`config.mk`:
```
export PLATFORM = sky130hd
export DESIGN_NAME = write_port_arbiter
export DESIGN_NICKNAME = d
export VERILOG_FILES = /design/src/rtl/write_port_arbiter.sv
export SDC_FILE = /design/constraint.sdc
export NUM_CORES = 1
export LEC_CHECK = 0
export BUFFER_PORTS_ARGS = -buffer_cell sky130_fd_sc_hd__buf_2
export CAP_MARGIN = 10
export CORE_ASPECT_RATIO = 2
export CORE_MARGIN = 2
export CORE_UTILIZATION = 51
export DETAILED_ROUTE_END_ITERATION = 6
export PLACE_DENSITY = 0.8
export SYNTH_ARGS = -nofsm -noshare
export SYNTH_HDL_FRONTEND = slang
export SYNTH_SLANG_ARGS = --single-unit
```
`constraint.sdc`:
```
create_clock -name WPA_CLK -period 3.7 [get_ports WPA_CLK]
set_clock_uncertainty 0.2 [all_clocks]
set_input_delay 0.555 -clock WPA_CLK [delete_from_list [all_inputs] [get_ports WPA_CLK]]
set_output_delay 0.555 -clock WPA_CLK [all_outputs]
set_load 0.03 [all_outputs]
```
`src/rtl/write_port_arbiter.sv`:
```
// write_port_arbiter: shares the register-file write port between writeback and a buffered multiply/divide source
// Ports: WPA_CLK/WPA_RST clock and async active-high reset; WPA_ResultW/WriteRegW/RegWriteW writeback request;
// WPA_MdValid/MdData/MdReg/MdReady multiply/divide handshake; WPA_RfWE/RfAddr/RfData register-file write;
// WPA_StallW forced one-cycle pipeline stall; WPA_Busy pending buffer not empty.
// Optional macro WPA_BYPASS_EN: an idle port lets an accepted result write in the same cycle without buffering.
module write_port_arbiter #(
  parameter int WIDTH = 32,
  parameter int DEPTH = 2,
  parameter int STARVE_LIMIT = 4
) (
  input  logic             WPA_CLK,
  input  logic             WPA_RST,
  input  logic [WIDTH-1:0] WPA_ResultW,
  input  logic [4:0]       WPA_WriteRegW,
  input  logic             WPA_RegWriteW,
  input  logic             WPA_MdValid,
  input  logic [WIDTH-1:0] WPA_MdData,
  input  logic [4:0]       WPA_MdReg,
  output logic             WPA_MdReady,
  output logic             WPA_RfWE,
  output logic [4:0]       WPA_RfAddr,
  output logic [WIDTH-1:0] WPA_RfData,
  output logic             WPA_StallW,
  output logic             WPA_Busy
);
  localparam int AW = $clog2(DEPTH);
  localparam int CW = $clog2(DEPTH + 1);
  logic [WIDTH+4:0] mem [DEPTH];
  logic [AW-1:0] rd_ptr, wr_ptr;
  logic [CW-1:0] count;
  logic [3:0] starve;
  logic nonempty, wb_req, accept, bypass, push, pop;
  logic [WIDTH+4:0] head;
  assign head = mem[rd_ptr];
  assign nonempty = count != '0;
  // Gated by reset so the combinational writeback path is silent while WPA_RST is high.
  assign wb_req = WPA_RegWriteW && WPA_WriteRegW != 5'd0 && !WPA_RST;
  assign WPA_MdReady = !WPA_RST && count < CW'(DEPTH);
  assign WPA_StallW = starve == 4'(STARVE_LIMIT) && nonempty;
  assign WPA_Busy = nonempty;
  // Results to register 0 complete the handshake but are dropped.
  assign accept = WPA_MdValid && WPA_MdReady && WPA_MdReg != 5'd0;
  // During a stall the held W stage re-presents its request, so the head wins.
  assign pop = nonempty && (WPA_StallW || !wb_req);
`ifdef WPA_BYPASS_EN
  assign bypass = accept && !nonempty && !wb_req;
`else
  assign bypass = 1'b0;
`endif
  assign push = accept && !bypass;
  always_comb begin
    WPA_RfWE = pop || wb_req || bypass;
    WPA_RfAddr = pop ? head[WIDTH+4:WIDTH] : wb_req ? WPA_WriteRegW : bypass ? WPA_MdReg : 5'd0;
    WPA_RfData = pop ? head[WIDTH-1:0] : wb_req ? WPA_ResultW : bypass ? WPA_MdData : '0;
  end
  always_ff @(posedge WPA_CLK) begin
    if (push) mem[wr_ptr] <= {WPA_MdReg, WPA_MdData};
  end
  always_ff @(posedge WPA_CLK or posedge WPA_RST) begin
    if (WPA_RST) begin
      rd_ptr <= '0;
      wr_ptr <= '0;
      count <= '0;
      starve <= '0;
    end else begin
      if (push) wr_ptr <= wr_ptr + AW'(1);
      if (pop) rd_ptr <= rd_ptr + AW'(1);
      count <= count + CW'(push) - CW'(pop);
      // A non-popping cycle with a non-empty buffer means writeback took the port.
      starve <= (pop || !nonempty) ? 4'd0 : starve + 4'd1;
    end
  end
endmodule

```
==> results by group <==
Run status
  – Outcome: finished clean

STA
  – Worst Tran Pin Value: 1056 ps
  – Endpoints failing setup: 0
  – Final period util: 94.60%
  – Post-route minimum period: around 3500 ps
  – Setup_tns: 0 ps
  – Fmax: 285.7 MHz
  – Max-slew headroom: 29.43%
  – Slew Limit Fails: 0
  – Unrepaired setup endpoints after global routing: no
  – Endpoints failing hold: 0

Routing
  – Via count: 2621
  – DRT antenna net count: 0
  – DR pass1 iterations: 4
  – Post-DR vias/cell: 5.624
  – Final WL: roughly 8000 microns
  – Drt drc: 0
  – Initial DRC Count: 126
  – Drt wl/cell: about 17 microns

Placement
  – Hpwl dp: roughly 5500 microns
  – Final GP Congestion: 0.7774
  – Placed Area: 0.004353 sq mm
  – Placed Instances: 449
  – Buffers on Ports: 118

Global route
  – Largest net degree at the start of global routing: 47
  – Total congestion overflow: 0
  – Antenna violations before repair: 0
  – Vias in the first global route: 2505
  – First-pass GRT wire length: 12030 microns
  – GRT Util Overall: 20.62%

Pwr
  – Worst IR Drop VDD: roughly 0.48 mV
  – Post-route total power: 0.003239 W
  – Leakage power: between 1.5 and 2 nW
  – Power density cells: 696.6 mW/mm^2

Floorplan
  – Initial core utilization: between 50% and 60%
  – Die W: 63.97 microns
  – Die area: a little under 0.008 sq mm
  – Row cnt: between 40 and 50
  – Core ar.: 0.006940 sq mm
  – Number of top-level pins: approximately 120
  – Chip height: 123.9 microns

Logic synthesis
  – Post-synthesis cell count: 259
  – Ranking of synthesized cells by area: edfxtp_1, mux2i_1, o32ai_1
  – Share of the synthesized area in the top cell type: 60.57%
  – Mapped Avg Cell Area: 14.16 sq um
  – Most common flop cell mapped by yosys: edfxtp_1
  – Synthesized area: 0.003669 sq mm
  – Number of synthesized flops with an enable pin: 74
  – Ys Warns: 0
  – Yosys top cell by area: edfxtp_1
  – Most frequent cell after synthesis: edfxtp_1
  – Synth cell count leaders: edfxtp_1, mux2i_1, o32ai_1, o21ai_0, clkbuf_1
  – Asr flop ratio synth: 9.756%
  – Syn_nets: ~340
  – Sequential-to-total area share from yosys stat: 66.03%
  – Count of different cell masters after synthesis: 25
  – FF+latch count, synth: 82

Setup path
  – Worst Path Buf+Inv: 4
  – Data required, critical path: 2940 ps
  – Worst EP arrival: 2750 ps
  – Worst path cell trace: dlygate4sd3_1 -> buf_2 -> nor2b_1 -> o211a_1 -> buf_4 -> o32ai_1 -> buf_2
  – Slowest cell on crit path: dlygate4sd3_1
  – Largest fanout on the critical path: 31
  – Worst path max stage delay: ~530 ps
  – Delay-heaviest family, CP: buffers and inverters
  – Critical Path Sink Type: output port
  – Critical Path Start Type: primary input
  – CP most frequent cell: buf_2
  – Critical path type: primary input to output port

Min path
  – Hold Path Class: primary input to flop

Clocking
  – Clock transition at path regs: about 60 ps
  – CTS sink cnt: 82
  – Cts bufs inserted: 9
  – Worst skew pair latency: 330 ps
  – Clock Tree Root: clkbuf_16
  – CTS tree: yes
  – Clk buf depth: 2
  – PostCTS Resize Cnt: 0
  – H-Tree Depth: 3

Layout
  – Fill count: 528
  – Reg area: 0.002424 sq mm
  – Layout cells sized above 1: 38.30%
  – Finished Layout Cells: 466
  – Antenna Cells: 0
  – Area grow syn2layout: 26.74%
  – Nets: roughly 450
  – Design Area, Final: about 0.0046 sq mm
  – Area of the multi-input gates: 0.001125 sq mm

Job
  – Max-cap violations: 0
-- path summary, 6_finish.rpt --
check                                  to  cells after the start  slack (ps)     startpoint
min reg2reg                     starve[0]                      1         310      starve[0]
min                             mem[0][0]                      1         210  WPA_MdData[0]
max reg2reg                      count[1]                     11         870      starve[0]
min in group asynchronous        count[1]                      3         540        WPA_RST
max in group asynchronous          rd_ptr                      3        2490        WPA_RST
max                        WPA_RfData[14]                      7         200        WPA_RST
-- layer usage --
metal  track usage, %  up-vias  share of wire, %
met2            36.91      109                57
met3            4.968       20               6.6
li1                 -     1267                 -
met5                0        -                 0
met1            22.46     1225                34
met4            10.19        0               2.7
-- per-stage QoR --
step           util [%]  hold slack (ps)  setup WS, ps
4_1_cts           66.99            199.5         205.3
6_report          66.99            213.0         199.9
3_3_place_gp      62.72            278.1         534.1
3_5_place_dp      62.72            300.8         457.2
2_1_floorplan         -            170.7         150.3
5_1_grt           66.99            196.3         72.54
-- logic make-up after synthesis --
logic type | synth area share, %
XOR/XNOR | 1.194
adder cells (fa/ha/maj) | 1.364
multiplexers | 10.10
AND/OR/NAND/NOR | 2.900
flip-flops | 66.03
buffers and inverters | 4.229
AO/OA/AOI/OAI | 14.19
-- power by group --
| group | internal, W | switching [W] |
|---|---|---|
| Sequential | 0.00113 | 0.0000759 |
| Combinational | 0.000423 | 0.000779 |
| Clock | 0.000516 | 0.000317 |
| Total | 0.00207 | 0.00117 |
-- timing repair --
action                                 CTS  global route
endpoints found under the hold margin    8             0
hold buffers                             1             0
setup buffers                            0             0
-- layout by cell type (no fill, tap or decap) --
cell and instances:
o211ai_1 1, o21ai_4 1, nor4_1 3, o32ai_1 37
dlygate4sd3_1 1, inv_1 11, o221ai_1 1, nand2_1 2
dfrtp_1 7, nand2b_1 1, xor2_1 1, buf_2 118
dfrtp_2 1, o211a_1 1, clkbuf_1 1, nor4b_1 1
clkinvlp_4 2, bufinv_16 1, nor2_1 4, or4_1 2
clkinv_1 2, mux2i_1 37, clkinv_2 1, nor2b_1 1
nor2_4 3, o21ai_0 33, nand3_1 2, clkbuf_16 9
buf_4 8, edfxtp_1 74, xnor2_1 4, nand3b_1 1
ha_1 4
-- sequential cells by signal, summed over array words and instances (netlist names) --
name / flops
mem: 74
starve: 4
count: 2
rd_ptr: 1
wr_ptr: 1
-- layout make-up --
| cell class | count | share of cell area (%) |
|---|---|---|
| Sequential cell | 82 | 52.13 |
| Multi-Input combinational cell | 140 | 24.19 |
| Timing Repair Buffer | 127 | 14.21 |
| Clock buffer | 10 | 4.925 |
| Tap cell | 90 | 2.422 |
| Clock inverter | 6 | 1.238 |
| Inverter | 11 | 0.8881 |
Power figures use the tool's default switching activity.
